### src/rtl/nap_countdown.sv
// Kitchen-style MM:SS countdown (max 9:59) with a timed alarm phase.
// Digits are BCD from a keypad selector; a rising completeSetting loads
// and starts the count, stop aborts a run or acknowledges the alarm.
//
// state  | meaning
// -------+---------------------------------------------------------------
// IDLE   | waiting for a load request; counters show last value / zero
// RUN    | counting down one second per tick
// ALARM  | count reached 0:00; alarm held for ALARM_SEC ticks or until stop
module nap_countdown #(
    parameter int unsigned ALARM_SEC = 10
) (
    input  logic       clock,
    input  logic       reset,
    input  logic       tick,
    input  logic [3:0] one_sec,
    input  logic [3:0] ten_sec,
    input  logic [3:0] one_min,
    input  logic       completeSetting,
    input  logic       stop,
    output logic [3:0] cnt_one_sec,
    output logic [3:0] cnt_ten_sec,
    output logic [3:0] cnt_one_min,
    output logic       running,
    output logic       alarm,
    output logic       load_err
);

    typedef enum logic [1:0] {
        S_IDLE  = 2'd0,
        S_RUN   = 2'd1,
        S_ALARM = 2'd2
    } state_t;

    localparam logic [4:0] ALARM_LAST = 5'(ALARM_SEC);

    state_t     state_q, state_d;
    logic [3:0] one_q, one_d;
    logic [3:0] ten_q, ten_d;
    logic [3:0] min_q, min_d;
    logic [3:0] alm_cnt_q, alm_cnt_d;
    logic       armed_q, armed_d;
    logic       running_q, running_d;
    logic       alarm_q, alarm_d;
    logic       load_err_q, load_err_d;

    logic       digits_ok;
    logic       digits_zero;
    logic       count_zero;
    logic       count_one;
    logic [4:0] alm_cnt_inc;

    assign digits_ok   = (one_sec <= 4'd9) && (ten_sec <= 4'd5) && (one_min <= 4'd9);
    assign digits_zero = (one_sec == 4'd0) && (ten_sec == 4'd0) && (one_min == 4'd0);
    assign count_zero  = (one_q == 4'd0) && (ten_q == 4'd0) && (min_q == 4'd0);
    assign count_one   = (one_q == 4'd1) && (ten_q == 4'd0) && (min_q == 4'd0);
    assign alm_cnt_inc = {1'b0, alm_cnt_q} + 5'd1;

    // Next-state, counter and output decode.
    always_comb begin
        state_d    = state_q;
        one_d      = one_q;
        ten_d      = ten_q;
        min_d      = min_q;
        alm_cnt_d  = alm_cnt_q;
        // Any low cycle re-arms the load request; a load attempt disarms it.
        armed_d    = armed_q | ~completeSetting;
        load_err_d = 1'b0;

        case (state_q)
            S_IDLE: begin
                if (!stop && completeSetting && armed_q) begin
                    armed_d = 1'b0;
                    if (digits_ok) begin
                        one_d = one_sec;
                        ten_d = ten_sec;
                        min_d = one_min;
                        if (digits_zero) begin
                            state_d   = S_ALARM;
                            alm_cnt_d = 4'd0;
                        end else begin
                            state_d = S_RUN;
                        end
                    end else begin
                        load_err_d = 1'b1;
                    end
                end
            end

            S_RUN: begin
                if (stop) begin
                    one_d   = 4'd0;
                    ten_d   = 4'd0;
                    min_d   = 4'd0;
                    state_d = S_IDLE;
                end else if (tick) begin
                    if (count_one || count_zero) begin
                        // Last second expires (zero guard keeps the count from wrapping).
                        one_d     = 4'd0;
                        ten_d     = 4'd0;
                        min_d     = 4'd0;
                        state_d   = S_ALARM;
                        alm_cnt_d = 4'd0;
                    end else if (one_q != 4'd0) begin
                        one_d = one_q - 4'd1;
                    end else begin
                        one_d = 4'd9;
                        if (ten_q != 4'd0) begin
                            ten_d = ten_q - 4'd1;
                        end else begin
                            ten_d = 4'd5;
                            min_d = min_q - 4'd1;
                        end
                    end
                end
            end

            S_ALARM: begin
                if (stop) begin
                    state_d   = S_IDLE;
                    alm_cnt_d = 4'd0;
                end else if (tick) begin
                    if (alm_cnt_inc >= ALARM_LAST) begin
                        state_d   = S_IDLE;
                        alm_cnt_d = 4'd0;
                    end else begin
                        alm_cnt_d = alm_cnt_inc[3:0];
                    end
                end
            end

            default: begin
                state_d   = S_IDLE;
                one_d     = 4'd0;
                ten_d     = 4'd0;
                min_d     = 4'd0;
                alm_cnt_d = 4'd0;
            end
        endcase

        running_d = (state_d == S_RUN);
        alarm_d   = (state_d == S_ALARM);
    end

    // State, counters and registered outputs; reset leaves the load tracker disarmed.
    always_ff @(posedge clock) begin
        if (reset) begin
            state_q    <= S_IDLE;
            one_q      <= 4'd0;
            ten_q      <= 4'd0;
            min_q      <= 4'd0;
            alm_cnt_q  <= 4'd0;
            armed_q    <= 1'b0;
            running_q  <= 1'b0;
            alarm_q    <= 1'b0;
            load_err_q <= 1'b0;
        end else begin
            state_q    <= state_d;
            one_q      <= one_d;
            ten_q      <= ten_d;
            min_q      <= min_d;
            alm_cnt_q  <= alm_cnt_d;
            armed_q    <= armed_d;
            running_q  <= running_d;
            alarm_q    <= alarm_d;
            load_err_q <= load_err_d;
        end
    end

    assign cnt_one_sec = one_q;
    assign cnt_ten_sec = ten_q;
    assign cnt_one_min = min_q;
    assign running     = running_q;
    assign alarm       = alarm_q;
    assign load_err    = load_err_q;

endmodule

### config.mk
export PLATFORM = sky130hd
export DESIGN_NAME = nap_countdown
export DESIGN_NICKNAME = d
export VERILOG_FILES = /design/src/rtl/nap_countdown.sv
export SDC_FILE = /design/constraint.sdc
export NUM_CORES = 1
export LEC_CHECK = 0
export ABC_AREA = 1
export CAP_MARGIN = 15
export CORE_MARGIN = 4
export CORE_UTILIZATION = 45
export CTS_CLUSTER_SIZE = 25
export DETAILED_ROUTE_END_ITERATION = 16
export GPL_ROUTABILITY_DRIVEN = 0
export PLACE_DENSITY = 0.71
export SLEW_MARGIN = 20
export SYNTH_ARGS = -nofsm -noshare
export SYNTH_HDL_FRONTEND = slang
export SYNTH_SLANG_ARGS = --single-unit
### constraint.sdc
create_clock -name clock -period 3.9 [get_ports clock]
set_clock_uncertainty 0.15 [all_clocks]
set_input_delay 1.17 -clock clock [delete_from_list [all_inputs] [get_ports clock]]
set_output_delay 1.17 -clock clock [all_outputs]
set_load 0.02 [all_outputs]
==> flow_summary_export.csv, run 1 <==
group,metric,value,unit
outcome,status,"completed",
setup_path,worstReg2RegStart,"state_q[0]$_SDFF_PP0_",
setup_path,cp_cell_sequence,"clkdlybuf4s50_1",
clock_network,cts-buffers-inserted,3,
pwr,intPower,366,uW
yosys,synth_cells,247,
timing,relSlewSlack,43.0,%
yosys,synth_fa_ha_area_share,6.32,%
worst_hold_path,hold_start,"armed_q$_SDFF_PP0_",
drt,avgRoutedWirePerCell,11.5,um
clock_network,cts_buffer_depth,2,
pwr,irDropWorstVdd,126,uV
timing,min_period_over_period,70.0,%
final_layout,final_nets,306,
yosys,synth_xor_area_share,2.76,%
timing,slew_violations,0,
clock_network,clock_tree.root_cell,"clkbuf_4",
pwr,pwr-share-clk,37.0,%
pwr,combPwrFrac,15.4,%
clock_network,cts_tree,"built",
pwr,power_switching,119,uW
timing,finalSetupTns,0,ns
yosys,ys_seq_area_share,27.8,%
setup_path,slowest_stage,"clkdlybuf4s50_1",
die,die_height,67.3,um
clock_network,cts_setup_buffers,0,
setup_path,start_kind,"register",
die,design.core.area,3360,um2
setup_path,crit_arrival,1.41,ns
drt,drt_first_pass_iters,4,
setup_path,cp-end-kind,"output port",
global_routing,grt_use_total,18.5,%
yosys,synth_compound_area_share,8.61,%
drt,drc_errors,0,
global_routing,grt_pass1_wl,6550,um
drt,vias_per_cell,4.84,
pwr,swShare,24.5,%
drt,drtIter0Drc,87,
yosys,async_reset_ff_share,0,%
yosys,synth_edf_count,0,
yosys,ys_top_cells_by_area,"dfxtp_1 28%, nand2_1 14%, nor2_1 13%",
final_layout,insertedDiodeCount,0,
yosys,syn_area,1580,um2
yosys,synth-simple-area-share,46.0,%
clock_network,clkSinkCount,22,
global_routing,grt_pass1_vias,1521,
timing,hold_slack,0.328,ns
clock_network,clock_latency,0.32,ns
yosys,synth_top_family_by_area,"simple AND/OR/NAND/NOR gates",
placed_design,dpl.hpwl,2980,um
timing,rsz0062_at_grt,"no",
timing,hold_viol,0,
yosys,synth_top_area_share,27.8,%
clock_network,cts_hold_buf,0,
setup_path,required,2.58,ns
yosys,syn_nets,272,
yosys,yosysUniqueCellTypes,33,
timing,tightest_slew,0.852,ns
drt,drt-total-wl,3750,um
die,core.rowCount,21,
drt,num_vias,1578,
final_layout,fill_cells,357,
drt,ant_nets,0,
die,ios,32,
setup_path,slowest_delay,0.65,ns
final_layout,drive_gt1_share,8.57,%
placed_design,io_buffers,31,
worst_hold_path,min_path_type,"reg2reg",
clock_network,cts_resized,0,
clock_network,clk_pin_slew,0.13,ns
final_layout,multi_input_area,1010,um2
pwr,powerDensity,243,nW/um2
setup_path,crit_buf_inv,1,
die,die_width,67.3,um
yosys,synth_area_per_cell,6.41,um2
final_layout,regArea,440,um2
global_routing,antenna_found_initial,0,
yosys,yosys.area.top_type,"dfxtp_1",
timing,period_needed,2.73,ns
job,maxCapViolCount,0,
yosys,ys.warnings.count,0,
yosys,synth.most_common_cell,"nand2_1",
clock_network,htree_levels,1,
yosys,synth_commonest_cells,"57 x nand2_1, 55 x nor2_1, 27 x inv_1",
setup_path,critical_path.top_delay_family,"buffers and inverters",
yosys,synthFlopType,"dfxtp_1",
final_layout,syn_to_final_growth,25.8,%
timing,fmax,0.366,GHz
die,initial_core_util,47.1,%
die,dieArea,4530,um2
pwr,leakage,0.000903,uW
setup_path,crit_start,"cnt_ten_sec[3]$_SDFFE_PP0P_",
setup_path,crit_fanout,5,
global_routing,grt_overflow,0,
timing,setup_viol,0,
yosys,synth_seq_cells,22,
global_routing,grt_max_degree,18,
setup_path,critPathKind,"reg2out",
yosys,synth_mux_area_share,0,%
pwr,p_seq_share,47.6,%
## metrics by stage
step                cell area [um2]  instances  util, %  total power, uW  worst slack [ns]
finish                         1990        326     59.2              484              1.17
global route                   1990        326     59.2              504              1.08
CTS                            1990        326     59.2              490              1.15
detailed placement             1940        322     57.7              310             0.942
global placement               1940        322     57.7              310             0.962
floorplan                      1580        247        -              276              1.63
## flip-flops by register name, summed over array words and instances (netlist names)
signal and flops:
cnt_ten_sec 4, armed_q 1, running 1, alm_cnt_q 4
state_q 2, alarm 1, load_err 1, cnt_one_min 4
cnt_one_sec 4
## layer usage
metal	global-route usage [%]	share of wire [%]	wire length (um)	vias up
li1	-	-	-	854
met1	25.5	49	1840	679
met2	29.8	45	1690	41
met3	2.83	5.2	193	4
met4	5.32	0.72	27	0
met5	0	0	0	-
## layout by cell type, fill, tap and decap left out, types with 2 or more instances in the layout
master / count
nand3b_1: 3
nor2_1: 55
nand4_1: 7
inv_1: 27
inv_2: 4
nand3_1: 15
ha_1: 8
clkbuf_4: 3
o21ai_0: 13
nand3_4: 2
nand2_1: 57
o22ai_1: 3
xnor2_1: 3
nand2_2: 4
nor2_2: 2
a21oi_1: 4
dfxtp_1: 22
clkdlybuf4s50_1: 31
xor2_1: 2
## power groups by stage
stage,Sequential [uW],Combinational (uW),Clock [uW]
after floorplan,238,38.6,0
final,231,74.4,179
after detailed placement,236,74.2,0
after CTS,231,74.6,185
after global routing,231,83.1,189
after global placement,236,74.0,0
## layout make-up
type                            count  area share [%]
Inverter                           32            6.16
Multi-Input combinational cell    191            50.6
Clock buffer                        3            1.13
Sequential cell                    22            22.1
Clock inverter                      1            1.51
Tap cell                           46            2.89
Timing Repair Buffer               31            15.6
## path summary, 6_finish.rpt
check	endpoint	slack, ns	cells past startpoint
max reg2reg	cnt_ten_sec[2]$_SDFFE_PP0P_	1.84	8
min reg2reg	armed_q$_SDFF_PP0_	0.33	2
min	armed_q$_SDFF_PP0_	0.33	2
max	cnt_ten_sec[3]	1.17	1
## cells by family (layout without fill, tap and decap cells)
logic type / count (synthesis) / in the layout
AOI/OAI and AO/OA: 24 / 24
xor gates and xnor gates: 5 / 5
buffers and inverters: 34 / 67
DFF: 22 / 22
adders and majority gates: 8 / 8
and+or+nand+nor: 154 / 154
No activity file was read; power rests on OpenSTA's default activity.
==> inputs of run 2 (changes only) <==
--- a/config.mk
+++ b/config.mk
@@ -12,7 +12,7 @@
 export CTS_CLUSTER_SIZE = 25
 export DETAILED_ROUTE_END_ITERATION = 16
 export GPL_ROUTABILITY_DRIVEN = 0
-export PLACE_DENSITY = 0.71
+export PLACE_DENSITY = 0.74
 export SLEW_MARGIN = 20
 export SYNTH_ARGS = -nofsm -noshare
 export SYNTH_HDL_FRONTEND = slang
==> constraint.sdc (replaced) <==
create_clock -name clock -period 2.5 [get_ports clock]
set_clock_uncertainty 0.15 [all_clocks]
set_input_delay 0.75 -clock clock [delete_from_list [all_inputs] [get_ports clock]]
set_output_delay 0.75 -clock clock [all_outputs]
set_load 0.02 [all_outputs]
==> run 2 against run 1 <==
Utilization grew 1.3 points. Sequential power grew 55%. Worst setup slack lost 0.97 ns. Flip-flop and latch count is the same. Non-clock buffer count grew 8. Power grew 41%. Combinational power grew 63%. Wire length shrank 0.56%. Sequential share of layout area shrank 0.48 points. Worst hold slack lost 0.0095 ns. Die area is the same. Register-to-register slack lost 1.3 ns. Largest cell class unchanged. Largest power group unchanged. Highest routed layer unchanged.
==> flow_summary_export.csv, run 2 (synthesis results as in run 1) <==
group,metric,value,unit
worst_hold_path,holdPathStages,2,
clock_network,cts_tree,"built",
die,dieArea,4530,um2
timing,min_period_over_period,92.0,%
placed_design,placed_cell_area,2000,um2
clock_network,cts_setup_buffers,0,
drt,drc_errors,0,
die,ios,32,
final_layout,syn_to_final_growth,28.5,%
timing,rsz0062_at_grt,"no",
pwr,powerDensity,335,nW/um2
placed_design,io_buffers,31,
global_routing,grt_use_total,18.1,%
final_layout,final_area,2040,um2
job,maxCapViolCount,0,
global_routing,gr-max-usage-layer,"met2",
timing,setup_viol,0,
drt,drt-total-wl,3730,um
die,design.core.area,3360,um2
timing,relSlewSlack,78.4,%
placed_design,dpl.hpwl,2960,um
global_routing,antenna_found_initial,0,
clock_network,clock_latency,0.32,ns
final_layout,fill_cells,343,
die,initial_core_util,47.1,%
clock_network,cts_resized,0,
drt,num_vias,1626,
setup_path,slowest_stage,"clkdlybuf4s50_1",
setup_path,reg2reg_depth,8,
clock_network,htree_levels,1,
timing,slew_violations,0,
clock_network,cts_buffer_depth,2,
final_layout,drive_gt1_share,11.1,%
global_routing,use_met1,24.1,%
pwr,irDropWorstVdd,243,uV
setup_path,crit_cells,1,
clock_network,clk_pin_slew,0.12,ns
setup_path,crit_fanout,4,
clock_network,cts_hold_buf,0,
drt,avgRoutedWirePerCell,11.2,um
timing,tightest_slew,0.322,ns
clock_network,clock_tree.root_cell,"clkbuf_4",
final_layout,final_nets,314,
worst_hold_path,min_path_type,"reg2reg",
outcome,status,"completed",
die,core.rowCount,21,
clock_network,clkSinkCount,22,
global_routing,grt_max_degree,14,
setup_path,crit_arrival,1.40,ns
drt,ant_nets,0,
global_routing,use_met2,29.8,%
global_routing,grt_overflow,0,
final_layout,final_common_cell,"nand2_1",
global_routing,use_met3,2.83,%
drt,vias_per_cell,4.87,
setup_path,cp-end-kind,"output port",
setup_path,critPathKind,"reg2out",
timing,fmax,0.435,GHz
timing,finalSetupTns,0,ns
die,die_width,67.3,um
global_routing,grt_pass1_wl,6410,um
drt,drtIter0Drc,82,
setup_path,critical_path.top_delay_family,"buffers and inverters",
drt,drt_first_pass_iters,4,
timing,period_needed,2.30,ns
final_layout,mostFrequentLayoutCells,"57 x nand2_1, 55 x nor2_1, 31 x clkdlybuf4s50_1",
global_routing,grt_pass1_vias,1512,
die,die_height,67.3,um
setup_path,start_kind,"register",
setup_path,cp_cell_sequence,"clkdlybuf4s50_1",
final_layout,insertedDiodeCount,0,
setup_path,crit_buf_inv,1,
setup_path,slowest_delay,0.64,ns
pwr,leakage,0.000935,uW
timing,hold_viol,0,
setup_path,required,1.60,ns
clock_network,cts-buffers-inserted,3,
==> run 2: cell count changes in the layout (fill, tap and decap cells not counted) <==
cell / change
clkbuf_8: +1
buf_4: +8
bufinv_16: -1
==> run 2: where the power goes <==
part / internal, uW / switching [uW] / total (uW)
logic: 57.1 / 63.9 / 121
registers: 355 / 4.15 / 359
clock network: 89.2 / 113 / 202
total: 502 / 181 / 682
==> run 2: worst paths after layout <==
path / startpoint / end / slack [ns]
max reg2reg: cnt_one_min[0]$_SDFFE_PP0P_ / cnt_one_sec[3]$_SDFFE_PP0P_ / 0.55
max: cnt_ten_sec[2]$_SDFFE_PP0P_ / cnt_ten_sec[2] / 0.20
min reg2reg: armed_q$_SDFF_PP0_ / armed_q$_SDFF_PP0_ / 0.32
min: armed_q$_SDFF_PP0_ / armed_q$_SDFF_PP0_ / 0.32
==> run 2: final cells by class <==
class	count	area, um2	share of cell area [%]
Tap cell	46	57.6	2.83
Multi-Input combinational cell	191	1010	49.5
Clock buffer	4	36.3	1.78
Inverter	32	123	6.02
Timing Repair Buffer	39	370	18.2
Sequential cell	22	440	21.6
==> run 2: through the flow <==
step | hold slack [ns] | power, uW | utilization [%] | cells | setup WS (ns)
floorplan | 0.289 | 431 | - | 247 | 0.645
global placement | 0.299 | 487 | 59.4 | 330 | 0.0346
detailed placement | 0.300 | 487 | 59.4 | 330 | 0.0335
CTS | 0.319 | 690 | 60.5 | 334 | 0.185
global route | 0.361 | 719 | 60.5 | 334 | 0.140
finish | 0.318 | 682 | 60.5 | 334 | 0.201
==> run 2: per-layer routing <==
metal	part of all wire, %	up-vias
met5	0	-
met4	1.1	0
met3	5.4	4
met2	43	50
met1	50	706
li1	-	866
==> inputs of run 3 (changes only) <==
--- a/config.mk
+++ b/config.mk
@@ -5,14 +5,14 @@
 export SDC_FILE = /design/constraint.sdc
 export NUM_CORES = 1
 export LEC_CHECK = 0
-export ABC_AREA = 1
 export CAP_MARGIN = 15
-export CORE_MARGIN = 4
+export CORE_MARGIN = 2
 export CORE_UTILIZATION = 45
 export CTS_CLUSTER_SIZE = 25
 export DETAILED_ROUTE_END_ITERATION = 16
 export GPL_ROUTABILITY_DRIVEN = 0
-export PLACE_DENSITY = 0.74
+export PLACE_DENSITY = 0.75
+export REMOVE_ABC_BUFFERS = 1
 export SLEW_MARGIN = 20
 export SYNTH_ARGS = -nofsm -noshare
 export SYNTH_HDL_FRONTEND = slang
==> run 3 against run 2 <==
The run now ends with setup timing left. Die area is 16% lower. Critical path depth rose by 7. Wire length up 28%. Global-route usage grew 7.8 points. Worst hold slack better by 0.040 ns. Worst setup slack worse by 0.21 ns. Maximum frequency decreased by 8.3%. Power decreased by 0.99%. Sequential share of layout area fell by 1.3 points. Clock power shrank 14%. Largest cell class unchanged.
==> flow_summary_export.csv, run 3 <==
group,metric,value,unit
yosys,async_reset_ff_share,0,%
yosys,synth_top_area_share,29.4,%
die,ios,32,
timing,hold_viol,0,
yosys,synth_edf_count,0,
worst_hold_path,min_path_type,"reg2reg",
timing,tightest_slew,0.460,ns
setup_path,crit_fanout,3,
yosys,ys_top_cells_by_area,"dfxtp_1 29%, ha_1 6.7%, a21oi_1 4.0%",
clock_network,clock_tree.root_cell,"clkbuf_4",
setup_path,worstReg2RegStart,"cnt_ten_sec[0]$_SDFFE_PP0P_",
pwr,powerDensity,312,nW/um2
yosys,synth_commonest_cells,"22 x dfxtp_1, 15 x nand2_1, 13 x nor2_1",
drt,num_vias,1799,
final_layout,fill_cells,275,
drt,vias_per_cell,6.08,
placed_design,placement.setup.worst_slack,-0.309,ns
clock_network,cts_hold_buf,0,
drt,drtIter0Drc,127,
clock_network,clock_latency,0.32,ns
clock_network,clkSinkCount,22,
job,maxCapViolCount,0,
yosys,synth.most_common_cell,"dfxtp_1",
drt,drt-total-wl,4770,um
final_layout,final_area,2160,um2
pwr,intPower,485,uW
clock_network,cts_buffer_depth,2,
timing,min_period_over_period,100,%
drt,ant_nets,0,
clock_network,clk_pin_slew,0.14,ns
worst_hold_path,hold_start,"armed_q$_SDFF_PP0_",
setup_path,start_kind,"input port",
global_routing,grt_pass1_wl,7280,um
pwr,pwr-share-clk,25.6,%
final_layout,mostFrequentLayoutCells,"41 x buf_4, 30 x clkdlybuf4s50_1, 22 x dfxtp_1",
final_layout,syn_to_final_growth,44.6,%
final_layout,final_common_cell,"buf_4",
yosys,synth_seq_cells,22,
yosys,syn_area,1500,um2
timing,slew_violations,0,
yosys,yosysUniqueCellTypes,49,
pwr,swShare,28.1,%
drt,drc_errors,0,
die,core.rowCount,20,
yosys,ys_seq_area_share,29.4,%
yosys,synthFlopType,"dfxtp_1",
placed_design,io_buffers,31,
yosys,synth_cells,187,
final_layout,postLayoutCoreUtil,69.8,%
die,dieArea,3800,um2
global_routing,grt_max_degree,17,
global_routing,antenna_found_initial,0,
placed_design,post-place-cells,290,
setup_path,crit_arrival,2.58,ns
global_routing,grt_overflow,0,
die,die_height,61.7,um
final_layout,fin_cells,296,
global_routing,grt_use_total,25.9,%
final_layout,final_nets,279,
drt,avgRoutedWirePerCell,16.1,um
placed_design,dpl.hpwl,3610,um
outcome,status,"finished, violations left",
pwr,combPwrFrac,21.3,%
setup_path,crit_start,"completeSetting",
setup_path,required,2.58,ns
timing,relSlewSlack,69.3,%
die,initial_core_util,48.2,%
final_layout,drive_gt1_share,22.6,%
timing,setup_slack,-0.00716,ns
pwr,leakage,0.000849,uW
die,die_width,61.7,um
final_layout,insertedDiodeCount,0,
yosys,synth_area_per_cell,8.00,um2
outcome,violations,"setup timing",
clock_network,cts-buffers-inserted,3,
clock_network,htree_levels,1,
yosys,yosys.area.top_type,"dfxtp_1",
yosys,ys.warnings.count,0,
placed_design,placed_cell_area,2100,um2
timing,fmax,0.399,GHz
drt,drt_first_pass_iters,5,
setup_path,critPathKind,"in2reg",
pwr,irDropWorstVdd,251,uV
global_routing,grt_pass1_vias,1670,
die,design.core.area,3100,um2
clock_network,cts_tree,"built",
pwr,power_switching,190,uW
timing,period_needed,2.51,ns
pwr,power.total,675,uW
setup_path,cp-end-kind,"register",
timing,setup_viol,1,
pwr,p_seq_share,53.1,%
[run 3: changes by cell type after synthesis, sizes merged, moves of 4 or more]
cell,previous run,this run
nand2,62,15
nor2,59,13
inv,32,12
nand3,18,5
clkbuf,0,9
a21oi,4,12
nand4,7,0
o31ai,0,7
nor3,2,7
nor4,0,5
a211oi,0,4
or3b,0,4
[run 3: critical path, cell delays in order]
cell and delay [ns]:
clkdlybuf4s50_1 0.48, nor4bb_2 0.28, a41oi_1 0.22, buf_4 0.20, a211oi_4 0.24, buf_4 0.17, mux2i_1 0.18, nor2_1 0.06
[run 3: area by class of cell]
| cell class | count | area (um2) | area share, % |
|---|---|---|---|
| Multi-Input combinational cell | 143 | 981 | 45.3 |
| Timing Repair Buffer | 72 | 621 | 28.7 |
| Clock buffer | 3 | 22.5 | 1.04 |
| Tap cell | 44 | 55.1 | 2.54 |
| Inverter | 12 | 45.0 | 2.08 |
| Sequential cell | 22 | 440 | 20.3 |
[run 3: power by group through the flow]
stage	combinational, uW	clock (uW)	sequential, uW
after detailed placement	136	0	366
final	144	173	358
after global placement	134	0	366
after floorplan	45.4	0	370
after CTS	137	171	358
after global routing	152	186	359
[run 3: what timing repair did]
action | 4_1_cts | 5_1_grt
resized for setup | 0 | 7
setup endpoints to repair | 0 | 10
setup buffers | 0 | 3
[run 3: per-stage QoR]
step,TNS (ns),hold WS [ns]
3_5_place_dp,-3.68,0.338
3_3_place_gp,-3.16,0.328
5_1_grt,-0.215,0.383
6_report,-0.00716,0.358
2_1_floorplan,-0.0579,0.300
4_1_cts,0,0.360
[run 3: cells by family after synthesis]
logic type | synth area share (%)
compound gates | 29.0
fa+ha+maj | 6.69
buf+inv | 6.02
flops | 29.4
mux | 1.42
simple gates | 27.4
[run 3: final timing paths]
check / cells after the start / slack [ns] / end
setup / recovery: 8 / -0.007 / cnt_ten_sec[1]$_SDFFE_PP0P_
hold / removal: 2 / 0.36 / armed_q$_SDFF_PP0_
setup reg to reg: 8 / 0.05 / cnt_ten_sec[1]$_SDFFE_PP0P_
hold reg to reg: 2 / 0.36 / armed_q$_SDFF_PP0_
[run 3: per-layer routing]
metal	up-vias	track usage (%)	part of all wire, %
met4	0	10.6	2.1
met5	-	0	0
met1	840	33.7	41
li1	843	-	-
met3	13	3.99	9.3
met2	103	42.7	48
